### config.mk
export PLATFORM = sky130hd
export DESIGN_NAME = nco_quadrature
export DESIGN_NICKNAME = d
export VERILOG_FILES = /design/src/rtl/nco_pkg.sv /design/src/rtl/nco_quarter_lut.sv /design/src/rtl/nco_quadrature.sv
export SDC_FILE = /design/constraint.sdc
export NUM_CORES = 1
export LEC_CHECK = 0
export ABC_CLOCK_PERIOD_IN_PS = 2900
export CORE_UTILIZATION = 50
export DETAILED_ROUTE_END_ITERATION = 10
export HOLD_SLACK_MARGIN = 0.06
export PLACE_DENSITY_LB_ADDON = 0.25
export SYNTH_ARGS = -nofsm -noshare
export SYNTH_HDL_FRONTEND = slang
export SYNTH_SLANG_ARGS = --single-unit
### constraint.sdc
create_clock -name clk -period 2.9 [get_ports clk]
set_input_delay 0.58 -clock clk [delete_from_list [all_inputs] [get_ports clk]]
set_output_delay 0.58 -clock clk [all_outputs]
set_load 0.005 [all_outputs]
### src/rtl/nco_pkg.sv
`default_nettype none
// +----------------------------------------------------------------------------+
// | nco_pkg : shared widths, control-word constants and quarter-wave LUT init  |
// | Rev 1.0                                                                    |
// +----------------------------------------------------------------------------+
package nco_pkg;

  localparam int NCO_ACC_W  = 16;
  localparam int NCO_LUT_AW = 8;
  localparam int NCO_OUT_W  = 12;

  localparam logic [NCO_ACC_W-1:0] FCW_200K = 16'd262;

  localparam real c_pi = 3.14159265358979323846;

  // Half-sample offset keeps the quarter-wave mirror exact and avoids a zero entry.
  function automatic int lut_entry(input int k, input int aw, input int ow);
    real amp;
    real ang;
    amp = real'((1 << (ow - 1)) - 1);
    ang = (c_pi / 2.0) * (real'(k) + 0.5) / real'(1 << aw);
    return $rtoi(amp * $sin(ang) + 0.5);
  endfunction

endpackage
`default_nettype wire

### src/rtl/nco_quarter_lut.sv
`default_nettype none
// +----------------------------------------------------------------------------+
// | nco_quarter_lut : dual-read-port registered quarter-wave sine ROM          |
// | Rev 1.0                                                                    |
// +----------------------------------------------------------------------------+
module nco_quarter_lut
  import nco_pkg::*;
#(
  parameter int LUT_AW = NCO_LUT_AW,
  parameter int OUT_W  = NCO_OUT_W
) (
  input  logic              clk,
  input  logic [LUT_AW-1:0] addr_a,
  input  logic [LUT_AW-1:0] addr_b,
  output logic [OUT_W-1:0]  data_a,
  output logic [OUT_W-1:0]  data_b
);

  localparam int c_depth = 1 << LUT_AW;

  logic [OUT_W-1:0] w_rom [c_depth];

  for (genvar k = 0; k < c_depth; k++) begin : g_rom
    assign w_rom[k] = OUT_W'(lut_entry(k, LUT_AW, OUT_W));
  end

  always_ff @(posedge clk) begin
    data_a <= w_rom[addr_a];
    data_b <= w_rom[addr_b];
  end

endmodule
`default_nettype wire

### src/rtl/nco_quadrature.sv
`default_nettype none
// +----------------------------------------------------------------------------+
// | nco_quadrature : phase accumulator NCO with 3-stage quadrature sin/cos out |
// | Rev 1.0                                                                    |
// +----------------------------------------------------------------------------+
module nco_quadrature
  import nco_pkg::*;
#(
  parameter int ACC_W  = NCO_ACC_W,
  parameter int LUT_AW = NCO_LUT_AW,
  parameter int OUT_W  = NCO_OUT_W
) (
  input  logic             clk,
  input  logic             reset,
  input  logic             enable,
  input  logic [ACC_W-1:0] freq_control,
  input  logic [ACC_W-1:0] phase_offset,
  output logic [ACC_W-1:0] phase_out,
  output logic             cycle_tick,
  output logic [OUT_W-1:0] sin_out,
  output logic [OUT_W-1:0] cos_out,
  output logic             out_valid
);

  localparam int c_shift = ACC_W - 2 - LUT_AW;
  localparam int c_pw    = LUT_AW + 2;

  logic [ACC_W-1:0]  r_fcw;
  logic [ACC_W-1:0]  r_acc;
  logic              r_tick;
  logic              r_v0;
  logic [ACC_W:0]    w_sum;
  logic              w_wrap;

  assign w_sum  = {1'b0, r_acc} + {1'b0, r_fcw};
  // For a negative word the add is a subtraction; no carry-out means it borrowed.
  assign w_wrap = r_fcw[ACC_W-1] ? ~w_sum[ACC_W] : w_sum[ACC_W];

  always_ff @(posedge clk or posedge reset) begin
    if (reset) begin
      r_fcw  <= '0;
      r_acc  <= '0;
      r_tick <= 1'b0;
      r_v0   <= 1'b0;
    end else begin
      r_v0   <= enable;
      r_tick <= 1'b0;
      if (enable) begin
        r_fcw  <= freq_control;
        r_acc  <= w_sum[ACC_W-1:0];
        r_tick <= w_wrap;
      end
    end
  end

  // Only quadrant + LUT address bits of the offset phase are needed; a quarter
  // turn for cosine touches the quadrant field alone.
  logic [c_pw-1:0]   w_ps;
  logic [c_pw-1:0]   w_pc;
  logic [LUT_AW-1:0] w_addr_s;
  logic [LUT_AW-1:0] w_addr_c;

  assign w_ps     = c_pw'((r_acc + phase_offset) >> c_shift);
  assign w_pc     = w_ps + {2'b01, {LUT_AW{1'b0}}};
  assign w_addr_s = w_ps[LUT_AW-1:0] ^ {LUT_AW{w_ps[c_pw-2]}};
  assign w_addr_c = w_pc[LUT_AW-1:0] ^ {LUT_AW{w_pc[c_pw-2]}};

  logic [LUT_AW-1:0] r_addr_s;
  logic [LUT_AW-1:0] r_addr_c;
  logic              r_neg_s1;
  logic              r_neg_c1;
  logic              r_v1;
  logic              r_neg_s2;
  logic              r_neg_c2;
  logic              r_v2;
  logic [OUT_W-1:0]  r_sin;
  logic [OUT_W-1:0]  r_cos;
  logic              r_v3;
  logic [OUT_W-1:0]  w_lut_s;
  logic [OUT_W-1:0]  w_lut_c;

  nco_quarter_lut #(
    .LUT_AW (LUT_AW),
    .OUT_W  (OUT_W)
  ) u_lut (
    .clk    (clk),
    .addr_a (r_addr_s),
    .addr_b (r_addr_c),
    .data_a (w_lut_s),
    .data_b (w_lut_c)
  );

  always_ff @(posedge clk or posedge reset) begin
    if (reset) begin
      r_addr_s <= '0;
      r_addr_c <= '0;
      r_neg_s1 <= 1'b0;
      r_neg_c1 <= 1'b0;
      r_v1     <= 1'b0;
      r_neg_s2 <= 1'b0;
      r_neg_c2 <= 1'b0;
      r_v2     <= 1'b0;
      r_sin    <= '0;
      r_cos    <= '0;
      r_v3     <= 1'b0;
    end else begin
      r_addr_s <= w_addr_s;
      r_addr_c <= w_addr_c;
      r_neg_s1 <= w_ps[c_pw-1];
      r_neg_c1 <= w_pc[c_pw-1];
      r_v1     <= r_v0;
      r_neg_s2 <= r_neg_s1;
      r_neg_c2 <= r_neg_c1;
      r_v2     <= r_v1;
      r_sin    <= r_neg_s2 ? ({OUT_W{1'b0}} - w_lut_s) : w_lut_s;
      r_cos    <= r_neg_c2 ? ({OUT_W{1'b0}} - w_lut_c) : w_lut_c;
      r_v3     <= r_v2;
    end
  end

  assign phase_out  = r_acc;
  assign cycle_tick = r_tick;
  assign sin_out    = r_sin;
  assign cos_out    = r_cos;
  assign out_valid  = r_v3;

endmodule
`default_nettype wire

==> results of run 1 <==
-- final timing paths --
path                                   from               to  slack [ps]  depth (start not counted)
worst max-delay path            r_addr_c[0]  u_lut.data_b[1]         260                         10
worst min-delay path                   r_v0             r_v1         360                          0
worst max register to register  r_addr_c[0]  u_lut.data_b[1]         260                         10
worst min register to register         r_v0             r_v1         360                          0
max in group asynchronous             reset        r_fcw[15]        1790                          3
min in group asynchronous             reset       cycle_tick         540                          2
-- flip-flops by register name, summed over array words and instances (netlist names), 8 cells and up --
name          flops
phase_out        16
u_lut.data_a     11
u_lut.data_b     11
r_addr_c          8
sin_out          12
r_fcw            16
r_addr_s          8
cos_out          12
-- layer usage --
metal | track usage, % | routed length, um | vias up
met4 | 16.96 | 1694 | 0
li1 | - | - | 5080
met3 | 3.509 | 2923 | 134
met2 | 50.02 | 15710 | 695
met1 | 41.37 | 13450 | 5111
met5 | 0 | 0 | -
-- per-stage QoR --
stage,setup WS [ps],std cells,instance area (um^2)
2_1_floorplan,33.83,1360,10510
3_3_place_gp,-8.076,1658,11710
3_5_place_dp,-55.87,1658,11710
4_1_cts,288.6,1674,12000
5_1_grt,109.4,1674,12000
6_report,264.7,1674,12000
-- cells in the final DEF (no fill, tap or decap), drive strengths merged, types with 20 or more instances in the layout --
| master | instances |
|---|---|
| nand3 | 25 |
| nor3 | 33 |
| nand2 | 122 |
| o211ai | 23 |
| o21ai | 150 |
| xnor2 | 42 |
| inv | 43 |
| dfxtp | 22 |
| a21o | 21 |
| nor2b | 23 |
| a211oi | 30 |
| dfrtp | 81 |
| a21oi | 129 |
| mux2 | 31 |
| buf | 78 |
| xor2 | 20 |
| nor2 | 113 |
| a31oi | 21 |
| clkdlybuf4s50 | 76 |
| ha | 60 |
-- final cells by class --
cell class	count	area [um^2]	share of cell area (%)
clock buffer	9	225.2	1.877
clock inverter	7	67.56	0.5631
inverter	44	166.4	1.387
multi-input combinational	1087	7281	60.68
sequential	103	2475	20.63
tap	270	337.8	2.815
timing repair buffer	154	1446	12.05
-- cells by family (layout without fill, tap and decap cells) --
kind of cell / after synthesis / after routing / synth area share, %
adders and majority gates: 61 / 61 / 7.334
DFF: 103 / 103 / 23.48
AOI/OAI and AO/OA: 528 / 528 / 32.46
buffers and inverters: 170 / 214 / 7.239
and+or+nand+nor: 380 / 380 / 16.57
xor gates and xnor gates: 64 / 64 / 5.858
muxes: 54 / 54 / 7.060
-- worst max-delay path, delay by kind of cell (launching register included) --
| family | cells | cell delay, ps |
|---|---|---|
| AO/OA/AOI/OAI | 5 | 740 |
| flip-flops | 1 | 360 |
| buffers and inverters | 2 | 310 |
| multiplexers | 1 | 500 |
| AND/OR/NAND/NOR | 1 | 150 |
| adder cells (fa/ha/maj) | 1 | 400 |
==> metrics.md, run 1 <==
| Metric | Value |
|---|---|
| DRT Pass-1 Iters | 5 |
| Tot GR Track Use | 31.26% |
| Clk sinks | 103 |
| WP data required | 3090 ps |
| Final #Nets | 1495 |
| Syn Inst Count | 1360 |
| Crit start category | register |
| Post-route clock period utilization | 90.87% |
| Core area | 0.02043 mm^2 |
| Skew final | 18.19 ps |
| Row Count | 52 |
| YS warnings | 0 |
| Resize count post-CTS | 0 |
| Final-report hold violation count | 0 |
| Top-count cell post-synth | o21ai_0 |
| Postcts setup bufs | 0 |
| Die Area | 0.02160 mm^2 |
| Fin. max-slew vios | 0 |
| CP Cell Sequence | inv_1 > ha_1 > buf_4 > nand2_1 > o21a_1 > o32a_1 > o21ai_0 > mux4_2 > o21ai_0 > a21oi_1 |
| Worst slew pin tran | 858.1 ps |
| CTS clk-pin slew, worst paths | 70 ps |
| Gr ovfl total | 0 |
| First-pass GRT wire length | 54.36 mm |
| Main flop type after synthesis | dfrtp_1 |
| Max incr delay on CP | 500 ps |
| H-tree depth | 3 |
| Final design utilization | 58.73% |
| Via count of the first global-routing pass | 10060 |
| DRT iter0 DRCs | 1347 |
| Fmax | 0.3795 GHz |
| Unique masters post-synth | 85 |
| Area grow syn2layout | 14.18% |
| Sequential share of the synthesized area | 23.48% |
| Avg WL per Cell | 20.17 um |
| Number of synthesized flops with an enable pin | 0 |
| Via count | 11020 |
| Critical path peak fanout | 18 |
| GP Congestion | 1.000 |
| FFs w/ async S/R, synth | 78.64% |
| DRC errors left | 0 |
| Final setup viols | 0 |
| Top cells by area, synth | dfrtp_1 19%, ha_1 7.1%, o21ai_0 7.0% |
| Num CTS Buffers | 9 |
| CTS tree | done |
| Most frequent CP cell | o21ai_0 |
| Final ANT Viol Nets | 0 |
| Share of cells above drive strength 1 | 11.61% |
| Antenna Cells | 0 |
| Clock root buffer | clkbuf_16 |
| Die height | 147.0 um |
| CP Class | register to register |
| Hold slack | 358.8 ps |
| Port Buf Inserts | 76 |
| Biggest area consumer among synthesized cells | dfrtp_1 |
| Crit-path slowest cell | mux4_2 |
| Area share of the largest cell type after synthesis | 19.29% |
| Dpl hpwl | 24.51 mm |
| Min-Delay Path Class | register to register |
| Post-Syn Nets | 1456 |
| Starting density of the core | 51.44% |
| Mean Syn Cell Area | 7.727 um^2 |
| Antenna violations before repair | 0 |
| Final WL | 33.77 mm |
| Pin count of the biggest net entering global routing | 84 |
| Fin crit period | 2635 ps |
| Die Width | 147.0 um |
| CTS max path bufs | 2 |
| Most instantiated cells after synthesis | 148 x o21ai_0, 128 x a21oi_1, 122 x nand2_1 |
| Crit. End Element | register |
| RSZ-0062 raised after global routing | false |
| Outcome | complete, no violations |
| Synthesized area | 0.01051 mm^2 |
| Setup TNS | 0 ps |
| Via density | 6.583 |
| I/O pin count | 77 |
| CP arrival | 2820 ps |
| Flops & latches, synth | 103 |
| Clock latency at the later pin of the worst-skew pair | 360 ps |
| Worst slew margin | 42.79% |
| Max cap viols | 0 |
| Hold_buf cts | 0 |
| Fill count | 1886 |
Power of run 1 is not shown: default switching activity piles up to over one toggle a cycle in this logic, so the estimate is an artifact.
==> run 2: changes to the inputs <==
CORE_MARGIN = 1.5   (was default)
CTS_BUF_LIST = sky130_fd_sc_hd__clkbuf_4 sky130_fd_sc_hd__clkbuf_8 sky130_fd_sc_hd__clkbuf_16   (was default)
==> run 2 against run 1 <==
Compared with the run above: final area decreased by 0.27%; maximum frequency about the same; largest cell class unchanged; worst setup slack got worse by 2.4 ps; via count decreased by 0.52%; die area increased by 1.4%; global-route usage decreased by 0.88 points; sequential share of layout area increased by 0.056 points.
==> metrics.md, run 2 (synthesis results as in run 1) <==
| Metric | Value |
|---|---|
| Outcome | complete, no violations |
| Max incr delay on CP | 520 ps (+20 ps) |
| CP arrival | 2850 ps (+30 ps) |
| Crit start category | register |
| Dpl hpwl | 24.26 mm (-1.0%) |
| Via count | 10960 (-0.52%) |
| CP Cell Sequence | inv_1 > ha_1 > and2_1 > or3_1 > a21oi_1 > a21oi_1 > mux4_2 > nor2_1 > a31oi_1 |
| Die Width | 148.0 um (+0.68%) |
| Postcts setup bufs | 0 (unchanged) |
| Final ANT Viol Nets | 0 (unchanged) |
| Final WL | 33.43 mm (-0.99%) |
| Fill count | 1925 (+2.1%) |
| Clock latency at the later pin of the worst-skew pair | 360 ps (about the same) |
| Max cap viols | 0 (unchanged) |
| Starting density of the core | 51.44% (unchanged) |
| Commonest non-fill, non-tap cell in the layout | o21ai_0 |
| CP Class | register to register |
| Core area | 0.02043 mm^2 (unchanged) |
| Min-Delay Path Class | register to register |
| First-pass GRT wire length | 53.40 mm (-1.8%) |
| Place WS | -3.560 ps (+52.31 ps) |
| Num CTS Buffers | 9 (unchanged) |
| Reg2reg path depth | 9 (-1) |
| Final instance area | 0.01197 mm^2 (-0.27%) |
| Skew final | 14.28 ps (-3.915 ps) |
| RSZ-0062 raised after global routing | false |
| Hold path depth | 0 (unchanged) |
| Final #Nets | 1493 (-0.13%) |
| Critical path peak fanout | 14 (-4) |
| Post-route worst setup slack | 262.2 ps (-2.437 ps) |
| Fin crit period | 2638 ps (+2.437 ps) |
| Multi-input logic area | 0.007281 mm^2 (unchanged) |
| Met1 Use GR | 40.48% (-0.89 points) |
| Hold_buf cts | 0 (unchanged) |
| Row Count | 52 (unchanged) |
| I/O pin count | 77 (unchanged) |
| Die Area | 0.02190 mm^2 (+1.4%) |
| Antenna violations before repair | 0 (unchanged) |
| CP delay by family, top | simple AND/OR/NAND/NOR gates |
| Final design utilization | 58.57% (-0.16 points) |
| H-tree depth | 3 (unchanged) |
| Sequential cell area | 0.002475 mm^2 (unchanged) |
| Final setup viols | 0 (unchanged) |
| Most used cells in the layout excluding fill and tap cells | 148 x o21ai_0, 128 x a21oi_1, 122 x nand2_1, 110 x nor2_1, 76 x clkdlybuf4s50_1 |
| Met3 track demand over resource | 4.599% (+1.1 points) |
| Via count of the first global-routing pass | 10090 (+0.29%) |
| Share of cells above drive strength 1 | 11.48% (-0.13 points) |
| Final-report hold violation count | 0 (unchanged) |
| CTS tree | done |
| Clock root buffer | clkbuf_16 |
| Worst slew margin | 20.73% (-22 points) |
| DRC errors left | 0 (unchanged) |
| Gr busiest metal | met2 |
| Clk sinks | 103 (unchanged) |
| Worst slew pin tran | 1189 ps (+330.9 ps) |
| DRT Pass-1 Iters | 6 (+1) |
| WP data required | 3110 ps (+20 ps) |
| Die height | 148.0 um (+0.68%) |
| Crit-path slowest cell | mux4_2 |
| Most frequent CP cell | a21oi_1 |
| Port Buf Inserts | 76 (unchanged) |
| Setup TNS | 0 ps (unchanged) |
| Fmax | 0.3791 GHz (about the same) |
| Fin. max-slew vios | 0 (unchanged) |
| Tot GR Track Use | 30.38% (-0.88 points) |
| Avg WL per Cell | 20.00 um (-0.88%) |
| CTS clk-pin slew, worst paths | 80 ps (about the same) |
| CP Depth | 9 (-1) |
| Antenna Cells | 0 (unchanged) |
| CP Buf/Inv Count | 1 (-1) |
| Pin count of the biggest net entering global routing | 61 (-27%) |
| Post-route clock period utilization | 90.96% (about the same) |
| Gr ovfl total | 0 (unchanged) |
| GRT met2 Usage | 47.90% (-2.1 points) |
| Crit. End Element | register |
| Post-DP Area | 0.01168 mm^2 (-0.23%) |
| Via density | 6.557 (-0.40%) |
| GP Congestion | 1.003 (+0.30%) |
| CTS max path bufs | 2 (unchanged) |
| Area grow syn2layout | 13.87% |
| Resize count post-CTS | 0 (unchanged) |
| DRT iter0 DRCs | 1280 (-5.0%) |
## run 2: changes by cell type in the layout (fill, tap and decap cells not counted)
| cell | before | now |
|---|---|---|
| buf_4 | 70 | 69 |
| buf_12 | 8 | 7 |
| inv_8 | 2 | 3 |
| clkinv_8 | 1 | 0 |
## run 2: path summary, 6_finish.rpt
kind                                   from         endpoint  slack (ps)
worst max-delay path            r_addr_s[1]  u_lut.data_a[2]         260
worst min register to register         r_v1             r_v2         360
worst max register to register  r_addr_s[1]  u_lut.data_a[2]         260
worst min-delay path                   r_v1             r_v2         360
max in group asynchronous             reset      r_addr_c[2]        1790
min in group asynchronous             reset        r_fcw[13]         530
## run 2: worst register-to-register path: stages (launching register included)
cell     delay, ps
dfrtp_1        400
inv_1           80
ha_1           480
and2_1         330
or3_1          320
a21oi_1        150
a21oi_1         60
mux4_2         520
nor2_1         110
a31oi_1         50
## run 2: per-layer routing
metal / routed length [um] / vias up / part of all wire [%]
met2: 15380 / 662 / 46
li1: - / 5087 / -
met3: 2916 / 125 / 8.7
met4: 1617 / 0 / 4.8
met5: 0 / - / 0
met1: 13520 / 5089 / 40
## run 2: final cells by class
type	count	area share (%)
Sequential cell	103	20.68
Clock inverter	7	0.5228
Timing Repair Buffer	152	11.86
Multi-Input combinational cell	1087	60.84
Inverter	44	1.391
Tap cell	270	2.823
Clock buffer	9	1.882
## run 2: through the flow
step	hold slack (ps)	cells
after detailed placement	344.2	1656
after global placement	337.9	1656
after CTS	362.5	1672
after global routing	368.2	1672
after floorplan	331.2	1360
final	358.4	1672
Power of run 2 is left out for the same reason.
